File: config.mk
export PLATFORM = sky130hd
export DESIGN_NAME = mux_scan_ctrl
export DESIGN_NICKNAME = d
export VERILOG_FILES = /design/src/rtl/mux_scan_pkg.sv /design/src/rtl/mux_scan_next_ch.sv /design/src/rtl/mux_scan_ctrl.sv
export SDC_FILE = /design/constraint.sdc
export NUM_CORES = 1
export LEC_CHECK = 0
export ABC_CLOCK_PERIOD_IN_PS = 2000
export BUFFER_PORTS_ARGS = -buffer_cell sky130_fd_sc_hd__clkbuf_2
export CORE_UTILIZATION = 55
export CTS_BUF_LIST = sky130_fd_sc_hd__clkbuf_2 sky130_fd_sc_hd__clkbuf_4 sky130_fd_sc_hd__clkbuf_8
export CTS_CLUSTER_SIZE = 12
export DETAILED_ROUTE_END_ITERATION = 10
export GPL_TIMING_DRIVEN = 0
export PLACE_DENSITY = 0.78
export SLEW_MARGIN = 20
export SYNTH_ARGS = -nofsm -noshare
export SYNTH_HDL_FRONTEND = slang
export SYNTH_SLANG_ARGS = --single-unit
File: constraint.sdc
create_clock -name clk -period 2 [get_ports clk]
set_input_delay 0.4 -clock clk [delete_from_list [all_inputs] [get_ports clk]]
set_output_delay 0.4 -clock clk [all_outputs]
set_load 0.05 [all_outputs]
File: src/rtl/mux_scan_pkg.sv
// Shared definitions for the mux scan controller: channel count, widths and FSM states.
package mux_scan_pkg;

  localparam int NUM_CH = 4;
  localparam int SEL_W  = 2;
  localparam int CNT_W  = 4;

  typedef enum logic [1:0] {
    IDLE    = 2'd0,
    SETTLE  = 2'd1,
    PRESENT = 2'd2
  } state_t;

endpackage

File: src/rtl/mux_scan_next_ch.sv
// Finds the lowest enabled channel strictly above idx.
// When from_start is set, index 0 is also a candidate (first-channel pick).
module mux_scan_next_ch
  import mux_scan_pkg::*;
(
  input  logic [NUM_CH-1:0] mask,
  input  logic [SEL_W-1:0]  idx,
  input  logic              from_start,
  output logic [SEL_W-1:0]  next_idx,
  output logic              found
);

  // Scan downward so the lowest qualifying channel is the last one written.
  always_comb begin
    next_idx = '0;
    found    = 1'b0;
    for (int i = NUM_CH - 1; i >= 0; i--) begin
      if (mask[i] && (from_start || (i > int'(idx)))) begin
        next_idx = SEL_W'(i);
        found    = 1'b1;
      end
    end
  end

endmodule

File: src/rtl/mux_scan_ctrl.sv
// Scan sequencer for a 4:1 single-bit mux. Steps sel across the enabled
// channels in ascending order, holds each for SETTLE_CYCLES+1 cycles, samples
// mux_out on the last cycle and presents the assembled word over valid/ready.
// Optional: define MUX_SCAN_PARITY_EN to add a registered word_parity output.
//
// state   | meaning
// IDLE    | waiting for start with a non-zero ch_mask
// SETTLE  | sel driven; counting down, sample mux_out at terminal count
// PRESENT | word valid, holding until word_ready
module mux_scan_ctrl
  import mux_scan_pkg::*;
#(
  parameter int SETTLE_CYCLES = 1
) (
  input  logic              clk,
  input  logic              rst_n,
  input  logic              start,
  input  logic              cont_mode,
  input  logic [NUM_CH-1:0] ch_mask,
  output logic [SEL_W-1:0]  sel,
  input  logic              mux_out,
  output logic [NUM_CH-1:0] word,
  output logic              word_valid,
`ifdef MUX_SCAN_PARITY_EN
  output logic              word_parity,
`endif
  input  logic              word_ready,
  output logic              busy
);

  localparam logic [CNT_W-1:0] SETTLE_LOAD = CNT_W'(SETTLE_CYCLES);

  state_t            state;
  logic [NUM_CH-1:0] mask_q;
  logic [NUM_CH-1:0] shadow;
  logic [NUM_CH-1:0] shadow_merged;
  logic [CNT_W-1:0]  cnt;

  logic [SEL_W-1:0]  first_idx;
  logic              first_found;
  logic [SEL_W-1:0]  adv_idx;
  logic              adv_found;

  // First enabled channel of the live mask, used at start and at continuous restart.
  mux_scan_next_ch u_first (
    .mask       (ch_mask),
    .idx        ('0),
    .from_start (1'b1),
    .next_idx   (first_idx),
    .found      (first_found)
  );

  // Next enabled channel above the current one, from the mask latched at scan start.
  mux_scan_next_ch u_adv (
    .mask       (mask_q),
    .idx        (sel),
    .from_start (1'b0),
    .next_idx   (adv_idx),
    .found      (adv_found)
  );

  // Shadow word with the current channel's sample merged in.
  always_comb begin
    shadow_merged      = shadow;
    shadow_merged[sel] = mux_out;
  end

  assign busy = (state != IDLE);

  // Scan FSM with registered sel/word/valid.
  always_ff @(posedge clk) begin
    if (!rst_n) begin
      state       <= IDLE;
      mask_q      <= '0;
      shadow      <= '0;
      cnt         <= '0;
      sel         <= '0;
      word        <= '0;
      word_valid  <= 1'b0;
`ifdef MUX_SCAN_PARITY_EN
      word_parity <= 1'b0;
`endif
    end else begin
      case (state)
        IDLE: begin
          if (start && first_found) begin
            mask_q <= ch_mask;
            shadow <= '0;
            sel    <= first_idx;
            cnt    <= SETTLE_LOAD;
            state  <= SETTLE;
          end
        end
        SETTLE: begin
          if (cnt != '0) begin
            cnt <= cnt - CNT_W'(1);
          end else begin
            shadow <= shadow_merged;
            if (adv_found) begin
              sel <= adv_idx;
              cnt <= SETTLE_LOAD;
            end else begin
              word        <= shadow_merged;
              word_valid  <= 1'b1;
`ifdef MUX_SCAN_PARITY_EN
              word_parity <= ^shadow_merged;
`endif
              state       <= PRESENT;
            end
          end
        end
        PRESENT: begin
          if (word_ready) begin
            word_valid <= 1'b0;
            if (cont_mode && first_found) begin
              mask_q <= ch_mask;
              shadow <= '0;
              sel    <= first_idx;
              cnt    <= SETTLE_LOAD;
              state  <= SETTLE;
            end else begin
              state <= IDLE;
            end
          end
        end
        default: state <= IDLE;
      endcase
    end
  end

endmodule

After elaboration in Yosys (flattened, before gate mapping)

Cells that the tools add are included.

Bits in registers: 21
Logic and storage cells: 91
Output and inout port bits: 8

Bitwise gates (word level): 2
Reductions and logical operators: 19
Muxes and demuxes: 48
Magnitude comparators: 5
Add/sub/neg operators: 1
Eq/ne operators: 9

Operators by type and width:

| kind                                                                                | number |
|---|---|
| 4-bit 2-to-1 mux                                                                    | 12 |
| 2-bit 2-to-1 mux                                                                    | 16 |
| 4-bit one-hot mux with 3 select lines                                               | 2 |
| 1-bit 2-to-1 mux                                                                    | 12 |
| 2-bit != test, second input constant                                                | 6 |
| 2-bit one-hot mux with 3 select lines                                               | 2 |
| 4-bit AND reduction                                                                 | 3 |
| 5-bit AND reduction                                                                 | 2 |
| 4-bit one-hot mux with 2 select lines                                               | 1 |
| 1-bit logical AND                                                                   | 6 |
| 6-bit AND reduction                                                                 | 1 |
| 2-bit nonzero test                                                                  | 3 |
| 4-bit bitwise mux                                                                   | 1 |
| 2-bit greater-than comparator, first input constant                                 | 2 |
| 4-bit nonzero test                                                                  | 1 |
| 4-bit by 1-bit subtractor with 4-bit output, second input constant                  | 1 |
| 2-bit by 3-bit < comparator with 1-bit output, second input constant                | 1 |
| 3-bit != test, second input constant                                                | 1 |
| 3-bit AND reduction                                                                 | 1 |
| 3-bit nonzero test                                                                  | 1 |
| 1-bit demux with 2-bit select                                                       | 1 |
| 2-bit by 1-bit equality test with 1-bit output, second input constant               | 1 |
| 2-bit equality test, second input constant                                          | 1 |
| 2-bit by 1-bit greater-or-equal comparator with 1-bit output, second input constant | 1 |
| other kinds (4)                                                                     | 5 |

Depth between registers and ports, before layout

Word-level depth: 8
Gate-level depth with buffers: 7
Depth with buffers taken out: 6

Hierarchy

From an unflattened synthesis, not the netlist that was laid out.

Cell total of the unflattened synthesis: 155
Area total of the unflattened synthesis: 1282.5 µm²

Modules (own cells, without submodules):

| module           | area an instance (µm²) | cells each | sequential area each (µm²) | times used |
|---|---|---|---|---|
| mux_scan_ctrl    | 1094.8                 | 123        | 420.4                      | 1 |
| mux_scan_next_ch | 93.8                   | 16         | 0.0                        | 2 |

Worst setup path before layout

Ideal clock, no wire load.

Path type: reg2reg
From: register sel[1]
To: register cnt[0]
Required time: 1.884 ns
Arrival time: 1.597 ns
Clock period less this slack: 1.713 ns
Path buffers: 0
Stages on the path, launching flop included: 5
Setup slack: 0.287 ns
Cell sequence: dfxtp_1 > nor2_1 > a21oi_4 > nand3_1 > a41o_1

Cells in the longest elaborated chain, start to end: 7
Elaborated cells between the ends (all ways): 11

RTL lines:

| what                            | line                   | text |
|---|---|---|
| start, declared                 | mux_scan_ctrl.sv:20    | `output logic [SEL_W-1:0] sel,` |
| start signal, assigned          | mux_scan_ctrl.sv:89    | `sel <= first_idx;` |
| start signal, assigned          | mux_scan_ctrl.sv:100   | `sel <= adv_idx;` |
| start signal, assigned          | mux_scan_ctrl.sv:118   | `sel <= first_idx;` |
| 2-bit greater-than comparator   | mux_scan_next_ch.sv:18 | `if (mask[i] && (from_start \|\| (i > int'(idx)))) begin` |
| 1-bit logical AND               | mux_scan_next_ch.sv:18 |  |
| 1-bit 2-to-1 mux (2 in series)  | mux_scan_next_ch.sv:18 |  |
| 1-bit 2-to-1 mux *              | mux_scan_next_ch.sv:18 |  |
| 3-bit != test (no line) *       | -                      |  |
| 5-bit AND reduction (no line) * | -                      |  |
| end signal, assigned            | mux_scan_ctrl.sv:96    | `cnt <= cnt - CNT_W'(1);` |
| end, declared                   | mux_scan_ctrl.sv:37    | `logic [CNT_W-1:0] cnt;` |

Every way passes the cells marked *; elsewhere a longest branch is shown, timed or not.
A chain may end at the register's enable or synchronous reset.

Worst setup path after layout

From: register cnt[0]
To: register word[2]

Cells in the longest elaborated chain, start to end: 3

RTL lines:

| what                          | line                 | text |
|---|---|---|
| 4-bit nonzero test            | mux_scan_ctrl.sv:95  | `if (cnt != '0) begin` |
| 1-bit inverter (no line)      | -                    |  |
| 3-bit AND reduction (no line) | -                    |  |
| end signal, assigned          | mux_scan_ctrl.sv:103 | `word <= shadow_merged;` |
| end, declared                 | mux_scan_ctrl.sv:22  | `output logic [NUM_CH-1:0] word,` |

No other way between the ends.

==> results.json <==
{
  "leakage_nw": 0.483,
  "post_synth.cell_area_avg_um2": 8.55,
  "worst_pin_slew_ps": 749,
  "synthFlopType": "dfxtp_1",
  "area_growth_pct": 12.9,
  "wl_met3_um": 80,
  "yosysUniqueCellTypes": 40,
  "switching_share": 0.445,
  "core_mm2": 0.00178,
  "vias": 1016,
  "critical_path.most_common_cell": "inv_1",
  "crit_chain": "inv_1, ha_1, inv_1, or3_1, clkbuf_1, nor4_1, nor3_1",
  "cp-end-kind": "flip-flop",
  "dr.max_layer_used": "met4",
  "fp.dieArea_mm2": 0.00214,
  "die_w_um": 46.3,
  "cts_tree": "done",
  "m1WireLength_um": 1150,
  "ir_worst_vdd_v": 0.000660,
  "wire_per_inst_um": 13.9,
  "critPathRequiredTime_ps": 2180,
  "ant_nets": 0,
  "drt-initial-drc-count": 28,
  "grt_first_pass_wirelength_um": 3660,
  "timing.rr.start": "cnt[0]$_SDFFE_PN0P_",
  "fin_ws_ps": 283,
  "yosys_register_bits": 20,
  "avgViaCountPerCell": 5.94,
  "setup_tns_ps": 0,
  "status": "finished clean",
  "hold_viol": 0,
  "critPathCapture": "word[2]$_SDFFE_PN0P_",
  "pwr-share-comb": 0.487,
  "p_sw_w": 0.000610,
  "routed_wl_um": 2380,
  "synth_cells": 126,
  "grt_max_degree": 11,
  "wl_met2_um": 1130,
  "io_pins": 18,
  "final_cell_area_mm2": 0.00122,
  "fin_util": 0.682,
  "gp_congestion": 0.856,
  "setup_viol_count_final": 0,
  "multi_input_area_um2": 628,
  "fmax_mhz": 582,
  "worstPathMaxFanout": 6,
  "first_global_vias": 899,
  "pwr-share-seq": 0.379,
  "period_minus_slack_ps": 1720,
  "synth_edf_count": 0,
  "start_kind": "flip-flop",
  "n_fill_cell": 165,
  "cts_resized": 0,
  "dp_slack_ps": 326,
  "die_h_um": 46.3,
  "drive_above_1_share": 0.219,
  "internal_power_w": 0.000760,
  "clockBufferDepth": 2,
  "async_reset_ff_frac": 0,
  "initial_core_util": 0.604,
  "num_antenna_cells": 0,
  "ys_seq_area_frac": 0.372,
  "hold_buffers": 0,
  "clk_pin_slew_ps": 100,
  "grt.overflow.total": 0,
  "rows": 15,
  "critPathMaxStageDelay_ps": 350,
  "seq_area_um2": 400,
  "post_cts_buffers": 0,
  "worst_r2r_path_depth": 7,
  "netlist_area_mm2": 0.00108,
  "slowest_stage": "nor4_1",
  "min-delay-path-class": "primary input to flip-flop",
  "max_cap_viol_count": 0,
  "power_density_mw_per_mm2": 1130,
  "yosysWarnings": 0,
  "port-buffer-count": 17,
  "clkSinkCount": 20,
  "track_usage": 0.241,
  "synth_nets": 137,
  "rsz0062_at_grt": "false",
  "drc": 0,
  "clk-insertion-delay-late_ps": 290,
  "r2r_slack_ps": 280,
  "yosys-top-cells-area": "dfxtp_1, a21oi_1, nand2_1",
  "fin_worst_skew_ps": 4.24,
  "min_period_over_period": 0.858,
  "r2r-end": "word[2]$_SDFFE_PN0P_",
  "max-slew-margin-rel": 0.498,
  "dpl-instance-area_mm2": 0.00119,
  "cts-root-buf": "clkbuf_4",
  "worstSetupPathType": "flip-flop to flip-flop",
  "fin_cells": 171,
  "dp_hpwl_um": 1710,
  "dp_cells": 168,
  "firstDrtPassIters": 4,
  "finalNetCount": 159,
  "yosys.area.top_type": "dfxtp_1",
  "yosys.area.top_type_share": 0.372,
  "clkPwrFrac": 0.134,
  "crit_arrival_ps": 1900,
  "ctsHtreeMaxLevel": 1,
  "maxSlewViolCount": 0,
  "cp-startpoint": "cnt[0]$_SDFFE_PN0P_",
  "cts_made_buffers": 3,
  "antenna_found_initial": 0
}
[through the flow]
step	power [W]	hold WS [ps]
floorplan	0.00104	441
global placement	0.00117	447
detailed placement	0.00118	448
CTS	0.00137	357
global route	0.00145	358
finish	0.00137	357
[cells in the mapped netlist (3+ instances only)]
library cell	number
a211o_1	3
inv_1	3
dfxtp_1	20
a21oi_1	14
mux2i_1	3
nand2_1	13
nand3_1	7
a211oi_1	5
nand2b_1	4
a21o_1	3
nor2_1	3
nor3_1	5
a31oi_1	5
nor2b_1	4
[placed cells by master, fill, tap and decap left out, types with 2 or more instances in the layout]
| cell type | Yosys | routed |
|---|---|---|
| nor3b_1 | 2 | 2 |
| clkbuf_2 | 1 | 18 |
| buf_2 | 2 | 2 |
| or3_1 | 2 | 2 |
| o21ai_0 | 2 | 2 |
| mux2_2 | 2 | 2 |
| nand3_1 | 7 | 7 |
| nor2_1 | 3 | 3 |
| o211ai_1 | 2 | 2 |
| nand2_1 | 13 | 13 |
| nor4_1 | 2 | 2 |
| inv_1 | 3 | 3 |
| clkbuf_4 | 0 | 3 |
| a211oi_1 | 5 | 5 |
| nor2b_1 | 4 | 4 |
| nand2b_1 | 4 | 4 |
| dfxtp_1 | 20 | 20 |
| mux2i_1 | 3 | 3 |
| clkbuf_1 | 2 | 2 |
| nor3_1 | 5 | 5 |
| a31oi_1 | 5 | 5 |
| a21o_1 | 3 | 3 |
| a21oi_1 | 14 | 14 |
| a211o_1 | 3 | 3 |
[registers in the layout (all words and copies together), names as in the netlist]
signal      cells
cnt             4
state           2
word            4
sel             2
mask_q          3
shadow          4
word_valid      1
[worst min path at each step]
stage,start,end,slack [ps],cells after the start
global placement,word_valid$_SDFFE_PN0P_,word_valid$_SDFFE_PN0P_,450,2
finish,ch_mask[3],mask_q[3]$_SDFFE_PN0P_,360,3
floorplan,shadow[1]$_SDFFE_PN0P_,shadow[1]$_SDFFE_PN0P_,440,2
detailed placement,word_valid$_SDFFE_PN0P_,word_valid$_SDFFE_PN0P_,450,2
global route,ch_mask[3],mask_q[3]$_SDFFE_PN0P_,360,3
CTS,ch_mask[3],mask_q[3]$_SDFFE_PN0P_,360,3
[critical path: cells and delay by family (launching register included)]
family / cells / cell delay, ps
AND/OR/NAND/NOR: 3 / 740
buffers and inverters: 3 / 360
flip-flops: 1 / 320
adder cells (fa/ha/maj): 1 / 200
[routing by layer]
metal | GRT usage | vias to the layer above
met5 | 0 | -
met4 | 0.106 | 0
met3 | 0.0392 | 4
met2 | 0.420 | 30
met1 | 0.288 | 470
li1 | - | 512
[cell families after synthesis]
| kind of cell | after synthesis | share of synthesized area |
|---|---|---|
| muxes | 5 | 0.0488 |
| adders and majority gates | 1 | 0.0116 |
| buffers and inverters | 10 | 0.0453 |
| DFF | 20 | 0.372 |
| AOI/OAI and AO/OA | 42 | 0.276 |
| and+or+nand+nor | 48 | 0.246 |
[area by class of cell]
class,instances,share of cell area
Buffer,6,0.0278
Sequential cell,20,0.329
Inverter,4,0.0123
Timing Repair Buffer,17,0.0700
Tap cell,25,0.0257
Multi-Input combinational cell,96,0.516
Clock buffer,3,0.0185
[power by group through the flow]
stage / clock network, W / logic, W / registers, W
floorplan: 0 / 0.000411 / 0.000630
global placement: 0 / 0.000646 / 0.000522
detailed placement: 0 / 0.000654 / 0.000526
CTS: 0.000190 / 0.000662 / 0.000517
global route: 0.000208 / 0.000716 / 0.000529
finish: 0.000183 / 0.000668 / 0.000519
(Power assumes the default switching activity.)
